==> config.mk <==
export PLATFORM = sky130hd
export DESIGN_NAME = transport_ctrl
export DESIGN_NICKNAME = d
export VERILOG_FILES = /design/src/rtl/transport_pkg.sv /design/src/rtl/speed_mapper.sv /design/src/rtl/transport_ctrl.sv
export SDC_FILE = /design/constraint.sdc
export NUM_CORES = 1
export LEC_CHECK = 0
export CORE_ASPECT_RATIO = 1.75
export CORE_MARGIN = 2
export CORE_UTILIZATION = 40
export CTS_CLUSTER_SIZE = 24
export DETAILED_ROUTE_END_ITERATION = 10
export PLACE_DENSITY = 0.66
export REMOVE_ABC_BUFFERS = 1
export SLEW_MARGIN = 20
export SYNTH_ARGS = -nofsm -noshare
export SYNTH_HDL_FRONTEND = slang
export SYNTH_SLANG_ARGS = --single-unit
export TNS_END_PERCENT = 1
==> constraint.sdc <==
create_clock -name clk50 -period 4.1 [get_ports clk50]
set_clock_uncertainty 0.2 [all_clocks]
set_input_delay 0.82 -clock clk50 [delete_from_list [all_inputs] [get_ports clk50]]
set_output_delay 0.82 -clock clk50 [all_outputs]
set_load 0.05 [all_outputs]
==> src/rtl/transport_pkg.sv <==
// rtl/transport_pkg.sv - shared types and constants for the transport controller
package transport_pkg;

  // State encoding is shown on the front-panel display, so values are fixed
  typedef enum logic [2:0] {
    ST_IDLE       = 3'd0,
    ST_REC        = 3'd1,
    ST_REC_PAUSE  = 3'd2,
    ST_PLAY       = 3'd3,
    ST_PLAY_PAUSE = 3'd4
  } state_e;

  localparam logic signed [3:0] SPEED_MIN = -4'sd7;
  localparam logic signed [3:0] SPEED_MAX = 4'sd7;

  localparam int DEFAULT_ADDR_W = 20;

endpackage

==> src/rtl/speed_mapper.sv <==
// rtl/speed_mapper.sv - maps the signed speed index to clock-generator settings and address stride
module speed_mapper
  import transport_pkg::*;
(
  input  logic signed [3:0] speed_idx,
  input  logic              is_record,
  output logic [2:0]        ratio,
  output logic              is_normal_speed,
  output logic [3:0]        stride
);

  // Negative index slows the sample clock; positive index skips samples; recording is always normal speed
  always_comb begin
    ratio           = 3'd0;
    is_normal_speed = 1'b1;
    stride          = 4'd1;
    if (!is_record) begin
      if (speed_idx < 4'sd0) begin
        ratio           = 3'(-speed_idx);
        is_normal_speed = 1'b0;
      end else if (speed_idx > 4'sd0) begin
        stride = 4'(speed_idx) + 4'd1;
      end
    end
  end

endmodule

==> src/rtl/transport_ctrl.sv <==
// rtl/transport_ctrl.sv - record/play/pause/stop controller with SRAM address sequencing
module transport_ctrl
  import transport_pkg::*;
#(
  parameter int                ADDR_W   = DEFAULT_ADDR_W,
  parameter logic [ADDR_W-1:0] MAX_ADDR = '1
) (
  input  logic              clk50,
  input  logic              rst_n,
  input  logic              keyRecord,
  input  logic              keyPlay,
  input  logic              keyPause,
  input  logic              keyStop,
  input  logic              keyFaster,
  input  logic              keySlower,
  input  logic              keyInterp,
  input  logic              sampleTick,
  output logic [2:0]        ratio,
  output logic              isNormalSpeed,
  output logic              interp,
  output logic              pause,
  output logic              isRecord,
  output logic [ADDR_W-1:0] sramAddr,
  output logic              sramWe,
  output logic [ADDR_W-1:0] lastAddr,
  output logic [2:0]        state
);

  state_e             state_q, state_d;
  logic [ADDR_W-1:0]  addr_q, addr_d, last_q, last_d;
  logic signed [3:0]  speed_q, speed_d;
  logic               interp_q, interp_d, we_q, we_d;
  logic               pause_q, pause_d, rec_q, rec_d, nsp_q, nsp_d;
  logic [2:0]         ratio_q, ratio_d;
  logic [3:0]         stride_q, stride_d;
  logic [ADDR_W:0]    next_addr;

  speed_mapper u_speed_mapper (
    .speed_idx       (speed_d),
    .is_record       (rec_d),
    .ratio           (ratio_d),
    .is_normal_speed (nsp_d),
    .stride          (stride_d)
  );

  // Next-state: transport keys by priority, then sample stepping, then completion of a pending write
  always_comb begin
    state_d   = state_q;
    addr_d    = addr_q;
    last_d    = last_q;
    we_d      = 1'b0;
    speed_d   = speed_q;
    interp_d  = interp_q ^ keyInterp;
    next_addr = {1'b0, addr_q} + (ADDR_W+1)'(stride_q);

    if (keyFaster && !keySlower && speed_q != SPEED_MAX) begin
      speed_d = speed_q + 4'sd1;
    end else if (keySlower && !keyFaster && speed_q != SPEED_MIN) begin
      speed_d = speed_q - 4'sd1;
    end

    if (keyStop) begin
      state_d = ST_IDLE;
      addr_d  = '0;
    end else if (keyPause && state_q != ST_IDLE) begin
      case (state_q)
        ST_REC:        state_d = ST_REC_PAUSE;
        ST_REC_PAUSE:  state_d = ST_REC;
        ST_PLAY:       state_d = ST_PLAY_PAUSE;
        ST_PLAY_PAUSE: state_d = ST_PLAY;
        default:       state_d = state_q;
      endcase
    end else if (keyRecord && state_q == ST_IDLE) begin
      state_d = ST_REC;
      addr_d  = '0;
    end else if (keyPlay && state_q == ST_IDLE) begin
      if (last_q != '0) begin
        state_d = ST_PLAY;
        addr_d  = '0;
      end
    end else if (keyPlay && state_q == ST_PLAY_PAUSE) begin
      state_d = ST_PLAY;
    end else if (sampleTick && !we_q) begin
      // A tick landing on the write-strobe cycle is dropped; real sample periods are far longer
      if (state_q == ST_REC) begin
        we_d = 1'b1;
      end else if (state_q == ST_PLAY) begin
        if (next_addr > {1'b0, last_q}) begin
          state_d = ST_IDLE;
          addr_d  = '0;
        end else begin
          addr_d = next_addr[ADDR_W-1:0];
        end
      end
    end

    // The write strobed last cycle is committed: it marks the end of data and advances the address
    if (we_q) begin
      last_d = addr_q;
      if (addr_q == MAX_ADDR) begin
        state_d = ST_IDLE;
        addr_d  = '0;
      end else if (!keyStop) begin
        addr_d = addr_q + ADDR_W'(1);
      end
    end

    rec_d   = (state_d == ST_REC) || (state_d == ST_REC_PAUSE);
    pause_d = (state_d == ST_REC_PAUSE) || (state_d == ST_PLAY_PAUSE);
  end

  // Register all state and every output
  always_ff @(posedge clk50) begin
    if (!rst_n) begin
      state_q  <= ST_IDLE;
      addr_q   <= '0;
      last_q   <= '0;
      speed_q  <= 4'sd0;
      interp_q <= 1'b1;
      we_q     <= 1'b0;
      pause_q  <= 1'b0;
      rec_q    <= 1'b0;
      nsp_q    <= 1'b1;
      ratio_q  <= 3'd0;
      stride_q <= 4'd1;
    end else begin
      state_q  <= state_d;
      addr_q   <= addr_d;
      last_q   <= last_d;
      speed_q  <= speed_d;
      interp_q <= interp_d;
      we_q     <= we_d;
      pause_q  <= pause_d;
      rec_q    <= rec_d;
      nsp_q    <= nsp_d;
      ratio_q  <= ratio_d;
      stride_q <= stride_d;
    end
  end

  assign ratio         = ratio_q;
  assign isNormalSpeed = nsp_q;
  assign interp        = interp_q;
  assign pause         = pause_q;
  assign isRecord      = rec_q;
  assign sramAddr      = addr_q;
  assign sramWe        = we_q;
  assign lastAddr      = last_q;
  assign state         = state_q;

endmodule

Yosys cells after proc, flatten, opt, wreduce, memory -nomap -nowiden
Cells that the tools add are included.
{ "totals": {"inputBits": 10, "wordCells": 86, "output_inout_bits": 51, "ff_bits": 59} }
{ "op_classes": {"order_cmp": 3, "addsub": 6, "n_mux": 30, "eq_ne": 10, "n_reduce_logical": 21, "n_bitwise": 5} }
{ "ops": {"columns": ["cell", "n"], "rows": [
  ["20-bit two-way mux", 13],
  ["3-bit two-way mux", 12],
  ["20-bit by 4-bit adder with 21-bit output", 1],
  ["21-bit by 20-bit greater-than comparator with 1-bit output", 1],
  ["20-bit by 1-bit adder with 20-bit output, second input constant", 1],
  ["20-bit equality test, second input constant", 1],
  ["20-bit nonzero test", 1],
  ["3-bit case mux with 4 select lines", 1],
  ["3-bit by 2-bit equality test with 1-bit output, second input constant", 3],
  ["1-bit logical AND", 9],
  ["4-bit two-way mux", 2],
  ["4-bit != test, second input constant", 2],
  ["7-bit OR reduction", 1],
  ["3-bit by 1-bit equality test with 1-bit output, second input constant", 2],
  ["3-bit equality test, second input constant", 2],
  ["4-bit by 1-bit adder with 4-bit output, second input constant", 1],
  ["4-bit by 2-bit adder with 4-bit output, second input constant", 1],
  ["4-bit by 1-bit greater-than comparator with 1-bit output, second input constant", 1],
  ["4-bit by 1-bit < comparator with 1-bit output, second input constant", 1],
  ["1-bit NOT", 4],
  ["4-bit OR reduction", 1],
  ["4-bit by 2-bit subtractor with 4-bit output, second input constant", 1],
  ["1-bit zero test", 3],
  ["3-bit zero test", 1],
  ["other kinds (7)", 9]
]} }

Logic depth before layout (Yosys ltp)
Gate-level depths: netlist of run 1.
{ "depth": {"ltp_word": 16, "mapped_depth": 19, "ltp_nobuf": 18} }

By module
Synthesis of run 1 repeated with hierarchy kept, for this count alone.
{ "hier_totals": {"hier_cells": 594, "hier_area_um2": 4652.0} }
{ "modules_own_cells": {"columns": ["mod", "cells_each", "instances", "area_per_inst_um2"], "rows": [
  ["transport_ctrl", 576, 1, 4528.1],
  ["speed_mapper", 18, 1, 123.9]
]} }

Least setup slack after synthesis of run 1
OpenSTA, ideal clock, no wires.
{ "synth_path": {"kind": "register to register", "startpoint": "reg addr_q[0], in the netlist sramAddr[0]", "endpoint": "reg ratio_q[2], in the netlist ratio[2]", "required_time_ns": 3.812, "setup_ns": 0.088, "synth_period_minus_slack_ns": 4.713, "path_slack_ns": -0.613, "stages_incl_launch_ff": 19, "arrival_ns": 4.425, "path_cell_list": "dfxtp_1 > ha_1 > inv_1 > fa_1 > nor2b_1 > o21a_1 > o21ai_0 > nand2b_1 > nor2_1 > xor2_1 > ha_1 > nand2_1 > or4_4 > a31o_1 > a31oi_4 > a21o_2 > nand3_2 > o211a_4 > nor4bb_4"} }
{ "synth_via": {"elab_chain_len": 16} }
{ "synth_rtl": {"columns": ["item", "line_no", "source"], "rows": [
  ["start: declaration", "transport_ctrl.sv:30", "logic [ADDR_W-1:0] addr_q, addr_d, last_q, last_d;"],
  ["start signal: assignment", "transport_ctrl.sv:128", "addr_q <= addr_d;"],
  ["20-bit by 4-bit adder with 21-bit output", "transport_ctrl.sv:54", "next_addr = {1'b0, addr_q} + (ADDR_W+1)'(stride_q);"],
  ["21-bit by 20-bit greater-than comparator with 1-bit output", "transport_ctrl.sv:88", "if (next_addr > {1'b0, last_q}) begin"],
  ["3-bit two-way mux", "transport_ctrl.sv:88", null],
  ["3-bit two-way mux", "transport_ctrl.sv:87", "end else if (state_q == ST_PLAY) begin"],
  ["3-bit two-way mux", "transport_ctrl.sv:85", "if (state_q == ST_REC) begin"],
  ["3-bit two-way mux", "transport_ctrl.sv:83", "end else if (sampleTick && !we_q) begin"],
  ["3-bit two-way mux", "transport_ctrl.sv:81", "end else if (keyPlay && state_q == ST_PLAY_PAUSE) begin"],
  ["3-bit two-way mux", "transport_ctrl.sv:76", "end else if (keyPlay && state_q == ST_IDLE) begin"],
  ["3-bit two-way mux", "transport_ctrl.sv:73", "end else if (keyRecord && state_q == ST_IDLE) begin"],
  ["3-bit two-way mux", "transport_ctrl.sv:65", "end else if (keyPause && state_q != ST_IDLE) begin"],
  ["3-bit two-way mux", "transport_ctrl.sv:62", "if (keyStop) begin"],
  ["3-bit two-way mux", "transport_ctrl.sv:100", "if (addr_q == MAX_ADDR) begin"],
  ["3-bit two-way mux (*)", "transport_ctrl.sv:98", "if (we_q) begin"],
  ["3-bit by 1-bit equality test with 1-bit output or 3-bit by 2-bit equality test with 1-bit output (tied branches)", "transport_ctrl.sv:108", "rec_d = (state_d == ST_REC) || (state_d == ST_REC_PAUSE);"],
  ["1-bit logical OR (*)", "transport_ctrl.sv:108", null],
  ["3-bit OR reduction (no source line) (*)", null, null],
  ["end signal: assignment", "transport_ctrl.sv:136", "ratio_q <= ratio_d;"],
  ["end: declaration", "transport_ctrl.sv:34", "logic [2:0] ratio_q, ratio_d;"]
]} }
Every way passes the cells marked *; elsewhere a longest branch is shown, timed or not.
A chain may end at the register's enable or synchronous reset.

Final worst setup path of run 1
Same ends and word-level chain as after synthesis.

==> results.md, run 1 <==
* #FFs+latches synth at 59
* Clock sinks at 59
* CTS tree: built
* Fin. Hold Viols at 0
* Top delay family on crit path: compound AO/OA/AOI/OAI gates
* GRT Total Usage at 25.9%
* Die X at 82.5 um
* Via density at 5.78
* Achievable Freq at 243 MHz
* Number of diodes at 0
* Worst-path fanout max at 5
* Wire per inst at 18.5 um
* CP max stage cell: dfxtp_2
* Fillers at 996
* # port buffers at 60
* Placed insts at 752
* P&R area growth vs syn at 38.0%
* Max cap viols at 0
* Core area at 10600 um2
* Leakage at 2.33 nW
* Synth Flop Type: dfxtp_1
* Area of the multi-input gates at 3010 um2
* Status: complete, but fails checks
* Startpoint Class: flop
* Crit path buf inv count at 3
* Post-route insts no fill at 781
* Total Power at 1.82 mW
* Starting Density at 40.6%
* # IOs at 61
* Failing checks: negative setup slack
* Via count at 4511
* Pre-antenna DRT Iters at 5
* Vias in the first global route at 4516
* Fin Hold WS at 0.297 ns
* Die Y at 141 um
* Worst-Margin Slew at 0.885 ns
* Reg clk slew, reported paths at 0.05 ns
* Post-synth EDFFs at 0
* Ys async rst share at 0%
* Number of routed nets with antenna violations at 0
* Die area at 11700 um2
* CP cell instances: ha_4, inv_2, fa_2, nor2b_1, o21a_2, nor2_2, nor2_2, and3_4, xor2_2, ha_1, nand4_1, buf_4, o21ai_2, a211oi_2, buf_4, a31oi_4, a21o_4, a311o_1, o211a_4, nor4bb_4
* Nets@finish at 687
* Sequential fraction of the synthesis area at 27.4%
* Period minus WS final at 4.12 ns
* Ys Warns at 0
* Setup CP Type: flop to flop
* Data required, critical path at 4.15 ns
* Mapped Cells at 535
* RSZ-0062 raised after global routing: yes
* Hold-critical path depth at 2
* Hold Path Class: flop to flop
* Reg2Reg Setup Slack at -0.02 ns
* Clock Tree Buf Depth at 2
* Largest net degree at the start of global routing at 30
* Final worst slack at -0.0177 ns
* Core Rows at 50
* Clk_lat worst skew at 0.34 ns
* Worst endpoint data arrival time at 4.16 ns
* Critical path's largest stage delay at 0.35 ns
* Mean Syn Cell Area at 8.06 um2
* CTS H-tree depth at 3
* Power per cell area at 305 nW/um2
* Reg2reg path depth at 20
* First-pass GRT wire length at 23.0 mm
* Final core utilization at 56.0%
* VDD IR-drop max at 283 uV
* Gpl congestion at 0.968
* Tcrit/Tclk final at 100%
* Layout cell share with drive strength beyond 1 at 21.4%
* Rel. slew slack at 40.5%
* Stages on worst setup path at 20
* Number of distinct library cells after synthesis at 74
* Cts bufs inserted at 9
* DRT iter0 DRCs at 332
* Dpl hpwl at 10.7 mm
* Setup TNS at -0.0307 ns
* Synthesized area at 4310 um2
* Fin. max-slew vios at 0
* Gr ovfl total at 0
* Initial antenna violation count at 0
* Register Area at 1180 um2
* Final setup viols at 2
* Root buffer cell: clkbuf_16
* CP Capture Type: flop
* DRC at 0
* Total Wirelength at 14.5 mm
[where the power goes]
group / switching [mW] / internal, mW / leakage [nW] / total [mW]
clock network: 0.271 / 0.608 / 0.169 / 0.879
registers: 0.0169 / 0.592 / 0.477 / 0.609
logic: 0.192 / 0.139 / 1.68 / 0.331
total: 0.480 / 1.34 / 2.33 / 1.82
[cells in the final DEF, fill, tap and decap left out, drive strengths merged, types with 20 or more instances in the layout]
master,Yosys,routed
mux2i,20,20
buf,10,69
inv,33,33
ha,30,30
nand2,46,46
dfxtp,59,59
o21ai,30,30
clkdlybuf4s50,0,60
nor2,56,56
a21oi,35,35
[Yosys cell counts, types with 4 or more instances]
| cell | number | area [um2] |
|---|---|---|
| dfxtp_1 | 59 | 1180 |
| nor2_1 | 55 | 206 |
| nand2_1 | 45 | 169 |
| a21oi_1 | 35 | 175 |
| inv_1 | 33 | 124 |
| ha_1 | 30 | 375 |
| o21ai_0 | 27 | 135 |
| mux2i_1 | 20 | 200 |
| xnor2_1 | 17 | 149 |
| clkbuf_1 | 16 | 60.1 |
| nand3_1 | 15 | 75.1 |
| nor4_1 | 15 | 93.8 |
| and2_1 | 12 | 75.1 |
| nand4_1 | 11 | 68.8 |
| nor3_1 | 10 | 50.1 |
| xor2_1 | 10 | 87.6 |
| a211oi_1 | 5 | 37.5 |
| a21o_1 | 5 | 37.5 |
| and3_1 | 5 | 31.3 |
| buf_6 | 5 | 56.3 |
| nand2b_1 | 5 | 31.3 |
| nor2b_1 | 5 | 31.3 |
| o31ai_1 | 5 | 37.5 |
| or3_1 | 5 | 31.3 |
| a221o_1 | 4 | 40.0 |
| a22oi_1 | 4 | 30.0 |
| buf_4 | 4 | 30.0 |
| nor3b_1 | 4 | 30.0 |
| o21a_1 | 4 | 30.0 |
| o22ai_1 | 4 | 25.0 |
[logic make-up after synthesis]
group                      count (synthesis)  share of synthesized area [%]
buffers and inverters                     63                           7.45
muxes                                     20                           4.64
DFF                                       59                           27.4
xor gates and xnor gates                  27                           5.48
adders and majority gates                 31                           9.16
and+or+nand+nor                          209                           26.3
AOI/OAI and AO/OA                        126                           19.6
[stage by stage]
stage	instance area (um2)	setup slack [ns]
2_1_floorplan	4120	-0.722
6_report	5950	-0.0177
3_5_place_dp	5310	-0.352
3_3_place_gp	5310	-0.242
5_1_grt	5950	-0.207
4_1_cts	5830	-0.121
[cell type report]
class | count | area share, %
Inverter | 33 | 2.08
Tap cell | 130 | 2.73
Timing Repair Buffer | 129 | 19.0
Clock buffer | 11 | 4.08
Clock inverter | 5 | 1.68
Multi-Input combinational cell | 414 | 50.5
Sequential cell | 59 | 19.9
[path summary, 6_finish.rpt]
check                             end                   start
setup / recovery  ratio[2]$_SDFF_PP0_  sramAddr[0]$_SDFF_PN0_
hold / removal      interp$_SDFF_PN1_       interp$_SDFF_PN1_
setup reg to reg  ratio[2]$_SDFF_PP0_  sramAddr[0]$_SDFF_PN0_
hold reg to reg     interp$_SDFF_PN1_       interp$_SDFF_PN1_
[what timing repair did]
action                     CTS  global route
cloned                       1             0
setup endpoints to repair   32            32
gates resized for setup     26            21
pin swaps                   25            18
hold buffers                 0             0
setup buffers                7             5
[state kept, by name, indices dropped and copies added (netlist names)]
signal,cells
sramWe,1
interp,1
sramAddr,20
stride_q,4
pause,1
speed_q,4
state,3
ratio,3
isRecord,1
lastAddr,20
isNormalSpeed,1
[worst reg2reg max path, delay by kind of cell, from the launching register on]
| family | cells | cell delay (ns) |
|---|---|---|
| flip-flops | 1 | 0.35 |
| XOR/XNOR | 1 | 0.15 |
| AND/OR/NAND/NOR | 6 | 0.91 |
| buffers and inverters | 3 | 0.35 |
| AO/OA/AOI/OAI | 7 | 1.31 |
| adder cells (fa/ha/maj) | 3 | 0.75 |
[layer usage]
layer	up-vias	share of wire [%]	GRT usage, %
met2	171	53	44.6
met1	2127	36	27.2
li1	2145	-	-
met3	68	4.0	3.75
met4	0	7.0	20.0
met5	-	0	0
Power figures use the tool's default switching activity.
==> run 2, diff against run 1 <==
- CORE_ASPECT_RATIO: 1.75 -> 0.8
- SETUP_SLACK_MARGIN: default -> 0.3
==> run 2 against run 1 <==
Global-route usage shrank 1.1 points. Worst hold slack gained 0.0091 ns. Register-to-register slack lost 0.12 ns. Clock-buffer cell count is the same. Largest cell class unchanged. Sequential share of layout area grew 0.14 points. Die area shrank 0.24%. The flow still finishes with violations (negative setup slack). Routed wire length shrank 0.48%. Clock power is essentially flat. Worst setup slack lost 0.12 ns. Final cell count grew 0.90%. Cell area shrank 0.71%. First-iteration DRC count grew 22%.
==> results.md, run 2 (synthesis results as in run 1) <==
* Status: complete, but fails checks
* Failing checks: negative setup slack
* Number of diodes at 0 (unchanged)
* Max cap viols at 0 (unchanged)
* Worst endpoint data arrival time at 4.24 ns (+0.08 ns)
* Hold Path Class: flop to flop
* VDD IR-drop max at 212 uV (-25%)
* Root buffer cell: clkbuf_16
* Layout cell share with drive strength beyond 1 at 19.9% (-1.4 points)
* Pre-antenna DRT Iters at 5 (unchanged)
* Tcrit/Tclk final at 103% (+3.0 points)
* Gpl congestion at 0.958 (-0.99%)
* Fin. Hold Viols at 0 (unchanged)
* Final core utilization at 57.0% (+1.1 points)
* Clk_lat worst skew at 0.34 ns (about the same)
* GRT Total Usage at 24.8% (-1.1 points)
* Clock Tree Buf Depth at 2 (unchanged)
* Post-CTS Hold Buffers at 0 (unchanged)
* Via count at 4516 (+0.11%)
* Fin. max-slew vios at 0 (unchanged)
* Rel. slew slack at 37.9% (-2.7 points)
* Final worst slack at -0.143 ns (-0.125 ns)
* P&R area growth vs syn at 37.0%
* DRT iter0 DRCs at 406 (+22%)
* # port buffers at 60 (unchanged)
* Core Rows at 33 (-34%)
* Reg clk slew, reported paths at 0.05 ns (about the same)
* Core area at 10400 um2 (-2.6%)
* First-pass GRT wire length at 22.7 mm (-1.4%)
* Total Power at 1.85 mW (+1.6%)
* # IOs at 61 (unchanged)
* Most frequent cells in the layout: buf_4, clkdlybuf4s50_1, dfxtp_1
* RSZ-0062 raised after global routing: yes
* Gr ovfl total at 0 (unchanged)
* Reg2Reg Setup Slack at -0.14 ns (-0.12 ns)
* Leakage at 2.30 nW (-1.5%)
* Dpl hpwl at 10.4 mm (-3.1%)
* CTS H-tree depth at 3 (unchanged)
* Power per cell area at 312 nW/um2 (+2.3%)
* Starting Density at 41.6% (+1.1 points)
* Clock sinks at 59 (unchanged)
* Worst-path fanout max at 6 (+1)
* Initial antenna violation count at 0 (unchanged)
* Pre-CTS setup slack at -0.270 ns (+0.0817 ns)
* Die Y at 96.9 um (-31%)
* Wire per inst at 18.3 um (-1.4%)
* Setup CP Type: flop to flop
* Number of routed nets with antenna violations at 0 (unchanged)
* Die area at 11600 um2 (-0.24%)
* Data required, critical path at 4.10 ns (-0.05 ns)
* Period minus WS final at 4.24 ns (+0.125 ns)
* Die X at 120 um (+46%)
* Vias in the first global route at 4214 (-6.7%)
* CP Capture Type: flop
* Achievable Freq at 236 MHz (-2.9%)
* Final setup viols at 17 (+15)
* Largest net degree at the start of global routing at 30 (unchanged)
* Via density at 5.73 (-0.78%)
* DRC at 0 (unchanged)
* Nets@finish at 684 (-0.44%)
* Worst-Margin Slew at 0.925 ns (+0.0403 ns)
* Startpoint Class: flop
* CTS tree: built
* Most common cell after layout, fill and taps aside: buf_4
* Cts bufs inserted at 9 (unchanged)
* Total Wirelength at 14.4 mm (-0.48%)
run 2: cell types whose count changed in the layout (fill, tap and decap cells not counted), sizes merged:
cell and delta:
buf -3
run 2: report_power, final:
group          internal, mW  switching [mW]  leakage (nW)
combinational         0.154           0.209          1.65
clock                 0.608           0.268         0.169
sequential            0.592          0.0162         0.477
total                  1.35           0.493          2.30
run 2: final timing paths:
check	to	cells past startpoint	startpoint
setup reg to reg	stride_q[0]$_SDFF_PP1_	18	stride_q[0]$_SDFF_PP1_
hold / removal	interp$_SDFF_PN1_	2	interp$_SDFF_PN1_
setup / recovery	stride_q[0]$_SDFF_PP1_	18	stride_q[0]$_SDFF_PP1_
hold reg to reg	interp$_SDFF_PN1_	2	interp$_SDFF_PN1_
run 2: metrics by stage:
stage | TNS [ns] | instance area (um2) | hold WS [ns] | std cells
floorplan | -15.36 | 4120 | 0.366 | 505
global placement | -1.64 | 5330 | 0.275 | 763
detailed placement | -4.47 | 5330 | 0.293 | 763
CTS | -0.567 | 5730 | 0.311 | 781
global route | -4.94 | 5910 | 0.345 | 788
finish | -1.22 | 5910 | 0.306 | 788
run 2: what timing repair did:
item / CTS / global route
cloned: 0 / 1
buffers inserted: 2 / 6
resized for setup: 10 / 25
pin swaps: 6 / 22
setup endpoints to repair: 32 / 32
run 2: routing by layer:
| metal | part of all wire (%) | vias to the layer above | global-route usage [%] |
|---|---|---|---|
| met5 | 0 | - | 0 |
| li1 | - | 2162 | - |
| met1 | 48 | 2139 | 37.5 |
| met3 | 7.5 | 14 | 4.89 |
| met4 | 1.5 | 0 | 6.43 |
| met2 | 44 | 201 | 35.6 |
run 2: worst max-delay path: stages (launching register included):
cell,delay (ns)
dfxtp_2,0.34
ha_4,0.13
inv_2,0.04
fa_2,0.35
nor2b_1,0.12
o21a_1,0.21
nor2_2,0.07
nor2_2,0.12
and3_4,0.20
xor2_2,0.06
ha_1,0.30
nand4_1,0.12
or4_4,0.59
o22ai_4,0.16
a31oi_4,0.06
a21o_4,0.23
a311o_1,0.40
o211a_4,0.21
nand4bb_1,0.20
run 2: final cells by class:
cell class,count,area (um2)
clock buffer,11,243
clock inverter,5,100
fill,920,4450
inverter,33,124
multi-input combinational,414,2990
sequential,59,1180
tap,140,175
timing repair buffer,126,1100
==> run 3, diff against run 2 <==
- CAP_MARGIN: default -> 10
- PLACE_DENSITY: 0.66 -> 0.64
- clock period: 4.1 -> 5.25 ns (I/O delays scaled with it)
==> run 3 against run 2 <==
The run now ends clean. Combinational power shrank 33%. Via count decreased by 6.0%. Worst setup slack better by 0.74 ns. Clock power shrank 19%. Non-clock buffer count decreased by 57. Final cell count shrank 7.4%. Clock-buffer cell count rose by 1. Register-to-register slack improved by 0.74 ns. Critical path type unchanged. Critical endpoint is now ratio[2]$_SDFF_PP0_. Largest cell class unchanged.
==> results.md, run 3 (synthesis results as in run 1) <==
* Status: completed
* Clk_lat worst skew at 0.34 ns (about the same)
* Leakage at 1.97 nW (-14%)
* CP Capture Type: flop
* Dpl hpwl at 9.14 mm (-12%)
* Top delay family on crit path: simple AND/OR/NAND/NOR gates
* Gr ovfl total at 0 (unchanged)
* Total Wirelength at 12.8 mm (-11%)
* Number of diodes at 0 (unchanged)
* Max cap viols at 0 (unchanged)
* Layout cell share with drive strength beyond 1 at 9.15% (-11 points)
* VDD IR-drop max at 142 uV (-33%)
* Internal Power at 1.06 mW (-21%)
* Most frequent cells in the layout: clkdlybuf4s50_1, dfxtp_1, nor2_1
* Via count at 4243 (-6.0%)
* Reg clk slew, reported paths at 0.06 ns (about the same)
* CTS H-tree depth at 3 (unchanged)
* CP cell instances: ha_1, inv_1, fa_1, nor2b_1, o21a_1, nor2_1, nor2_2, and3_1, xor2_1, ha_1, nand4_1, or4_4, a31o_1, a31oi_4, a21o_4, nand3_2, o211a_4, nor4bb_4
* Pre-antenna DRT Iters at 5 (unchanged)
* Via density at 5.81 (+1.4%)
* Final setup viols at 0 (-17)
* Die X at 120 um (unchanged)
* DRT iter0 DRCs at 432 (+6.4%)
* Period minus WS final at 4.66 ns (+0.415 ns)
* Worst-path fanout max at 9 (+3)
* Post-CTS Hold Buffers at 0 (unchanged)
* Clock sinks at 59 (unchanged)
* Core Rows at 33 (unchanged)
* # IOs at 61 (unchanged)
* Nets@finish at 626 (-8.5%)
* Combinational fraction of design power at 17.1% (-2.6 points)
* Critical path's largest stage delay at 0.57 ns (-0.02 ns)
* Gpl congestion at 0.953 (-0.52%)
* Die area at 11600 um2 (unchanged)
* Placed insts at 710 (-6.9%)
* Number of routed nets with antenna violations at 0 (unchanged)
* P&R area growth vs syn at 23.9%
* First-pass GRT wire length at 20.6 mm (-9.1%)
* Setup TNS at 0 ns (+1.22 ns)
* Vias in the first global route at 3899 (-7.5%)
* Cts bufs inserted at 9 (unchanged)
* Top cell by count, worst path: ha_1
* Hold Path Class: flop to flop
* Sequential power share at 33.2% (+0.3 points)
* Fin. max-slew vios at 0 (unchanged)
* Most common cell after layout, fill and taps aside: clkdlybuf4s50_1
* Clock Power Share at 49.7% (+2.3 points)
* Root buffer cell: clkbuf_16
* Achievable Freq at 215 MHz (-8.9%)
* Setup CP Type: flop to flop
* GRT Total Usage at 22.3% (-2.5 points)
* Sw frac at 25.5% (-1.2 points)
* DRC at 0 (unchanged)
* Power per cell area at 267 nW/um2 (-15%)
* Fin. Hold Viols at 0 (unchanged)
* Core area at 10400 um2 (unchanged)
* Worst-Margin Slew at 1.09 ns (+0.160 ns)
* Worst endpoint data arrival time at 4.71 ns (+0.47 ns)
* Fin Hold WS at 0.303 ns (-0.00319 ns)
* Tcrit/Tclk final at 88.7% (-15 points)
* CP max stage cell: or4_4
* Wire per inst at 17.5 um (-4.1%)
* P_sw at 364 uW (-26%)
* Fillers at 972 (+5.7%)
* Data required, critical path at 5.30 ns (+1.20 ns)
* Post-route insts no fill at 730 (-7.4%)
* Starting Density at 41.6% (unchanged)
* Die Y at 96.9 um (unchanged)
* Crit path buf inv count at 1 (unchanged)
* CTS tree: built
* # port buffers at 60 (unchanged)
* Clock Tree Buf Depth at 2 (unchanged)
* Initial antenna violation count at 0 (unchanged)
* Largest net degree at the start of global routing at 30 (unchanged)
* Startpoint Class: flop
* Rel. slew slack at 27.1% (-11 points)
* RSZ-0062 raised after global routing: no
## run 3: cell count changes in the layout (fill, tap and decap cells not counted), moves of 2 or more
cell      delta
nor4_2       +2
nor2_1       +3
clkbuf_8     +2
o41ai_2      -2
o41ai_1      +2
nor4_4       -2
buf_4       -56
nor2_2       -3
## run 3: metal layers
layer,up-vias,share of wire (%),track usage [%]
li1,2020,-,-
met1,1992,49,34.2
met2,214,41,30.3
met3,17,8.7,5.42
met4,0,1.4,6.79
met5,-,0,0
## run 3: metrics by stage
step           total power, mW  util, %  setup slack, ns  area, um2
6_report                  1.43     51.6            0.593       5350
2_1_floorplan            0.637        -            0.428       4120
5_1_grt                   1.48     51.6            0.317       5350
3_3_place_gp             0.695     47.6            0.476       4930
4_1_cts                   1.41     51.1            0.328       5290
3_5_place_dp             0.699     47.6            0.290       4930
## run 3: area by class of cell
class | count | area, um2 | share of cell area (%)
Tap cell | 140 | 175 | 3.28
Inverter | 33 | 124 | 2.32
Multi-Input combinational cell | 413 | 2830 | 53.0
Clock inverter | 4 | 95.1 | 1.78
Clock buffer | 12 | 267 | 4.98
Timing Repair Buffer | 69 | 668 | 12.5
Sequential cell | 59 | 1180 | 22.1
## run 3: worst min-delay path, stage by stage, from the launching register on
cell     delay [ns]
dfxtp_1        0.35
xnor2_1        0.07
nand2_1        0.06
## run 3: path summary, 6_finish.rpt
kind	end	depth (start not counted)	start	slack [ns]
hold / removal	interp$_SDFF_PN1_	2	interp$_SDFF_PN1_	0.30
hold reg to reg	interp$_SDFF_PN1_	2	interp$_SDFF_PN1_	0.30
setup / recovery	ratio[2]$_SDFF_PP0_	18	sramAddr[0]$_SDFF_PN0_	0.59
setup reg to reg	ratio[2]$_SDFF_PP0_	18	sramAddr[0]$_SDFF_PN0_	0.59
## run 3: power by group through the flow
| stage | clock network [mW] | registers [mW] | logic (mW) |
|---|---|---|---|
| global placement | 0 | 0.483 | 0.212 |
| finish | 0.710 | 0.474 | 0.244 |
| detailed placement | 0 | 0.483 | 0.216 |
| global route | 0.742 | 0.476 | 0.266 |
| floorplan | 0 | 0.503 | 0.135 |
| CTS | 0.718 | 0.474 | 0.218 |
## run 3: timing repair
item,4_1_cts,5_1_grt
gates resized for setup,1,7
setup buffers,0,4
setup endpoints to repair,5,21
